--- config.mk ---
export PLATFORM = sky130hd
export DESIGN_NAME = rtc_timekeeper
export DESIGN_NICKNAME = d
export VERILOG_FILES = /design/src/rtl/rtc_timekeeper.sv
export SDC_FILE = /design/constraint.sdc
export NUM_CORES = 1
export LEC_CHECK = 0
export ABC_AREA = 0
export CAP_MARGIN = 20
export CORE_AREA = 2 2 86 88
export DETAILED_ROUTE_END_ITERATION = 12
export DIE_AREA = 0 0 88 90
export GPL_TIMING_DRIVEN = 1
export HOLD_SLACK_MARGIN = 0.02
export PLACE_DENSITY = 0.88
export SYNTH_ARGS = -nofsm -noshare
export SYNTH_HDL_FRONTEND = slang
export SYNTH_SLANG_ARGS = --single-unit
--- constraint.sdc ---
create_clock -name clk21m -period 8.88 [get_ports clk21m]
set_input_delay 0.888 -clock clk21m [delete_from_list [all_inputs] [get_ports clk21m]]
set_output_delay 0.888 -clock clk21m [all_outputs]
set_load 0.005 [all_outputs]
--- src/rtl/rtc_timekeeper.sv ---
// rtc_timekeeper: RP5C01-style BCD time/date keeper driven by a 10 Hz enable, nibble register interface
module rtc_timekeeper (
  input  logic       clk21m,
  input  logic       reset_n,
  input  logic       ce_10hz,
  input  logic       wr,
  input  logic [3:0] addr,
  input  logic [3:0] din,
  output logic [3:0] dout,
  output logic       sec_tick
);
  logic [3:0] sec_u, min_u, hr_u, day_u, mon_u, yr_u, yr_t, mode, presc;
  logic [2:0] sec_t, min_t, dow;
  logic [1:0] hr_t, day_t;
  logic       mon_t, pending;
  logic       te, tick_due, do_tick, clr;
  logic       su_c, st_c, mu_c, mt_c, hr_wrap, dc, day_end, mc, mon_end, yc, leap;
  logic [7:0] mon, day, yb, last;
  logic [3:0] n_su, n_mu, n_hu, n_du, n_mou, n_yu, n_yt;
  logic [2:0] n_st, n_mt, n_dow;
  logic [1:0] n_ht, n_dt;
  logic       n_mot;
  assign te       = mode[3];
  assign tick_due = ce_10hz & te & (presc >= 4'd9);
  assign do_tick  = te & (tick_due | pending) & ~wr;
  assign clr      = wr & (addr == 4'hF) & din[0];
  assign su_c = sec_u >= 4'd9;
  assign n_su = su_c ? 4'd0 : sec_u + 4'd1;
  assign st_c = su_c & (sec_t >= 3'd5);
  assign n_st = su_c ? (sec_t >= 3'd5 ? 3'd0 : sec_t + 3'd1) : sec_t;
  assign mu_c = st_c & (min_u >= 4'd9);
  assign n_mu = st_c ? (min_u >= 4'd9 ? 4'd0 : min_u + 4'd1) : min_u;
  assign mt_c = mu_c & (min_t >= 3'd5);
  assign n_mt = mu_c ? (min_t >= 3'd5 ? 3'd0 : min_t + 3'd1) : min_t;
  // any hour at or beyond 23 rolls over, so corrupt presets self-heal
  assign hr_wrap = (hr_t > 2'd2) | ((hr_t == 2'd2) & (hr_u >= 4'd3));
  assign dc   = mt_c & hr_wrap;
  assign n_hu = mt_c ? ((hr_wrap | (hr_u >= 4'd9)) ? 4'd0 : hr_u + 4'd1) : hr_u;
  assign n_ht = mt_c ? (hr_wrap ? 2'd0 : (hr_u >= 4'd9 ? hr_t + 2'd1 : hr_t)) : hr_t;
  assign n_dow = dc ? (dow >= 3'd6 ? 3'd0 : dow + 3'd1) : dow;
  assign mon  = {3'b0, mon_t, mon_u};
  assign day  = {2'b0, day_t, day_u};
  assign yb   = {4'b0, yr_t} * 8'd10 + {4'b0, yr_u};
  assign leap = yb[1:0] == 2'd0;
  assign last = (mon == 8'h04 || mon == 8'h06 || mon == 8'h09 || mon == 8'h11) ? 8'h30 :
                (mon == 8'h02) ? (leap ? 8'h29 : 8'h28) : 8'h31;
  assign day_end = day >= last;
  assign mc    = dc & day_end;
  assign n_du  = dc ? (day_end ? 4'd1 : (day_u >= 4'd9 ? 4'd0 : day_u + 4'd1)) : day_u;
  assign n_dt  = dc ? (day_end ? 2'd0 : (day_u >= 4'd9 ? day_t + 2'd1 : day_t)) : day_t;
  assign mon_end = mon >= 8'h12;
  assign yc    = mc & mon_end;
  assign n_mou = mc ? (mon_end ? 4'd1 : (mon_u >= 4'd9 ? 4'd0 : mon_u + 4'd1)) : mon_u;
  assign n_mot = mc ? (mon_end ? 1'b0 : (mon_u >= 4'd9 ? ~mon_t : mon_t)) : mon_t;
  assign n_yu  = yc ? (yr_u >= 4'd9 ? 4'd0 : yr_u + 4'd1) : yr_u;
  assign n_yt  = (yc & (yr_u >= 4'd9)) ? (yr_t >= 4'd9 ? 4'd0 : yr_t + 4'd1) : yr_t;
  always_comb begin
    dout = 4'h0;
    case (addr)
      4'h0: dout = sec_u;
      4'h1: dout = {1'b0, sec_t};
      4'h2: dout = min_u;
      4'h3: dout = {1'b0, min_t};
      4'h4: dout = hr_u;
      4'h5: dout = {2'b0, hr_t};
      4'h6: dout = {1'b0, dow};
      4'h7: dout = day_u;
      4'h8: dout = {2'b0, day_t};
      4'h9: dout = mon_u;
      4'hA: dout = {3'b0, mon_t};
      4'hB: dout = yr_u;
      4'hC: dout = yr_t;
      4'hD: dout = mode;
      default: dout = 4'h0;
    endcase
  end
  always_ff @(posedge clk21m or negedge reset_n)
    if (!reset_n) begin
      {sec_u, sec_t, min_u, min_t, hr_u, hr_t, dow} <= '0;
      {day_t, mon_t, yr_u, yr_t} <= '0;
      day_u    <= 4'd1;
      mon_u    <= 4'd1;
      mode     <= 4'h8;
      presc    <= 4'd0;
      pending  <= 1'b0;
      sec_tick <= 1'b0;
    end else begin
      presc    <= clr ? 4'd0 : (te & ce_10hz) ? (presc >= 4'd9 ? 4'd0 : presc + 4'd1) : presc;
      // a tick colliding with a write is held and applied to the written values
      pending  <= ~clr & (tick_due | pending) & ~do_tick;
      sec_tick <= do_tick;
      if (wr) begin
        case (addr)
          4'h0: sec_u <= din;
          4'h1: sec_t <= din[2:0];
          4'h2: min_u <= din;
          4'h3: min_t <= din[2:0];
          4'h4: hr_u  <= din;
          4'h5: hr_t  <= din[1:0];
          4'h6: dow   <= din[2:0];
          4'h7: day_u <= din;
          4'h8: day_t <= din[1:0];
          4'h9: mon_u <= din;
          4'hA: mon_t <= din[0];
          4'hB: yr_u  <= din;
          4'hC: yr_t  <= din;
          4'hD: mode  <= din;
          default: ;
        endcase
      end else if (do_tick) begin
        {sec_u, sec_t, min_u, min_t} <= {n_su, n_st, n_mu, n_mt};
        {hr_u, hr_t, dow}            <= {n_hu, n_ht, n_dow};
        {day_u, day_t, mon_u, mon_t} <= {n_du, n_dt, n_mou, n_mot};
        {yr_u, yr_t}                 <= {n_yu, n_yt};
      end
    end
endmodule

==> run summary <==
status: complete, no violations
final-layout fill cell count: 594
Crit path required time: 7.99 ns
DP Area: 4320 um^2
Detailed Route Iter0 Violations: 441
nets: 536
core area: 7020 um^2
Final Cycle Share: 54.4%
Sum Neg Setup Slack: 0 ns
combinational share of power: 41.4%
routed via count: 3926
Hold Buf Count CTS: 0
R2R setup slack: 5.58 ns
Crit path arrival time: 3.94 ns
cell-internal power: 582 uW
Distinct cells, synth: 69
Skew-Pair Late Insertion Delay: 0.32 ns
Num CTS Buffers: 5
Clock Sinks: 52
max_cap viols: 0
most common cell after layout, fill and taps aside: dfrtp_1
H-tree levels: 2
Longest Clk Path Bufs: 2
first-pass GRT wire length: 18100 um
Post-DRT Antenna Nets: 0
pre-CTS WS: 4.15 ns
GRT Util Overall: 28.7%
P&R area growth vs syn: 8.54%
R2R depth: 13
drt wl/cell: 19.0 um
gr ovfl total: 0
Post-Place Cells: 581
Async SR Flop Fraction: 100%
PD cells: 233 nW/um^2
Switch Pwr: 452 uW
DIE AREA: 7920 um^2
CTS tree: built
Hold Path Sink: mode[0]
Clock Pin Slew Worst Setup and Hold Paths: 0.10 ns
footprint of the multi-input gates: 2570 um^2
Hold Crit Start: mode[0]
Die X: 88 um
Post-Route Skew: 0.00876 ns
Syn. warnings: 0
CP top delay family: buffers and inverters
worst ir drop on vdd: 0.170 mV
Worst setup EP type: primary output
most frequent cells in the layout: dfrtp_1 (49), nor2_1 (39), inv_1 (39)
Util after Layout: 63.2%
CP Class: in -> out
share of post-route cells with drive strength above 1: 7.35%
Critical path buffers and inverters: 2
initial antenna violation count: 0
setup violators final: 0
drt via density: 6.67
die span in y: 90 um
clock share of power: 16.7%
Leak Pwr: 1.88 nW
DRT Wirelength: 11200 um
Mean Syn Cell Area: 8.52 um^2
Reg power frac: 41.9%
fin crit period: 4.83 ns
post-route cell area: 4440 um^2
postcts setup bufs: 0
gpl congestion: 0.936
WHS Path Cells: 1
post-synth net total: 527
crit path cell chain: clkdlybuf4s50_1 -> nor4bb_1 -> a221oi_1 -> o221ai_1 -> clkdlybuf4s50_1
PortBufs: 16
Post-Layout Cell Count: 589
Worst setup SP type: input pin
reg-to-reg critical path endpoint: day_t[0]
Worst slew margin: 24.5%
final hold violation count: 0
Yosys reg bits: 52
number of enable flip-flop cells after synthesis: 0
Mapped Cells: 480
DRT Pass-1 Iters: 6
largest net degree at the start of global routing: 53
ant diodes: 0
HP Class: reg -> reg
Pins Over Slew Limit: 0
fin worst setup slack: 4.05 ns
clock root buffer: clkbuf_8
Critical Path Fanout Max: 25
register area: 1310 um^2
# rows: 31
Crit path largest cell delay: 1.04 ns
Post-route DRC: 0
Least-Margin Pin Slew: 1.12 ns
PostCTS Resize Cnt: 0
Detailed Place HPWL: 8090 um
mapped cell area: 4090 um^2
Most used DFF post-synth: dfrtp_1
unrepaired setup endpoints after global routing: false
switch share: 43.7%
I/O Pins: 17
sequential share of the synthesized area: 31.9%
Initial Utilization: 58.2%
CP max-delay cell: nor4bb_1
fmax: 0.207 GHz
FF-to-FF Start: mon_u[0]
CP most frequent cell: clkdlybuf4s50_1
vias in the first global route: 3707
flip-flops by register name (all words and copies together), names as in the netlist, 4 cells and up:
register	flops
yr_u	4
hr_u	4
day_u	4
min_u	4
mode	4
yr_t	4
mon_u	4
sec_u	4
presc	4
cells in the mapped netlist (all sizes together), types with 6 or more instances:
master   number  area, um^2
nand4         6        37.5
mux2i        11         110
nor2         39         146
clkbuf       11        41.3
a31oi        13        93.8
nor3         13        65.1
o22ai         9        56.3
o21ai        32         160
ha           35         438
o2bb2ai       7        61.3
nand2        33         124
nor2b        10        62.6
dfrtp        49        1230
mux2         12         135
inv          40         150
o31a          6        52.6
nand3        21         105
a21oi        31         155
worst max-delay path by stage:
| stage | end | cells after the start | slack (ns) | start |
|---|---|---|---|---|
| finish | dout[1] | 5 | 4.05 | addr[3] |
| global route | dout[1] | 5 | 3.94 | addr[3] |
| CTS | dout[1] | 5 | 4.14 | addr[3] |
| detailed placement | dout[1] | 5 | 4.15 | addr[3] |
| global placement | dout[1] | 5 | 4.24 | addr[3] |
| floorplan | dout[0] | 6 | 6.00 | addr[0] |
power by group through the flow:
| stage | Sequential [mW] | Combinational (mW) | Clock (mW) |
|---|---|---|---|
| after global placement | 0.428 | 0.393 | 0 |
| after floorplan | 0.392 | 0.322 | 0 |
| after global routing | 0.443 | 0.484 | 0.182 |
| after CTS | 0.428 | 0.422 | 0.172 |
| final | 0.434 | 0.428 | 0.172 |
| after detailed placement | 0.432 | 0.419 | 0 |
final cells by class:
| cell class | instances | share of cell area (%) |
|---|---|---|
| sequential | 52 | 29.4 |
| inverter | 40 | 3.38 |
| timing repair buffer | 18 | 3.84 |
| tap | 99 | 2.79 |
| clock buffer | 5 | 1.55 |
| clock inverter | 3 | 1.04 |
| multi-input combinational | 372 | 58.0 |
metal layers:
metal	track usage (%)	routed length, um	up-vias
li1	-	-	1804
met1	39.3	4620	1871
met2	44.4	5310	220
met3	5.51	931	31
met4	11.2	321	0
met5	0	0	-
through the flow:
stage	total power, mW	hold slack, ns
finish	1.03	0.527
global route	1.11	0.552
CTS	1.02	0.530
detailed placement	0.851	0.506
global placement	0.821	0.495
floorplan	0.714	0.480
cells by family (layout without fill, tap and decap cells):
| family | Yosys count | count (layout) | synth area share, % |
|---|---|---|---|
| multiplexers | 23 | 23 | 6.00 |
| flip-flops | 52 | 52 | 31.9 |
| AND/OR/NAND/NOR | 160 | 160 | 20.5 |
| XOR/XNOR | 2 | 2 | 0.429 |
| adder cells (fa/ha/maj) | 35 | 35 | 10.7 |
| AO/OA/AOI/OAI | 152 | 152 | 25.3 |
| buffers and inverters | 56 | 66 | 5.14 |
Power figures use the tool's default switching activity.
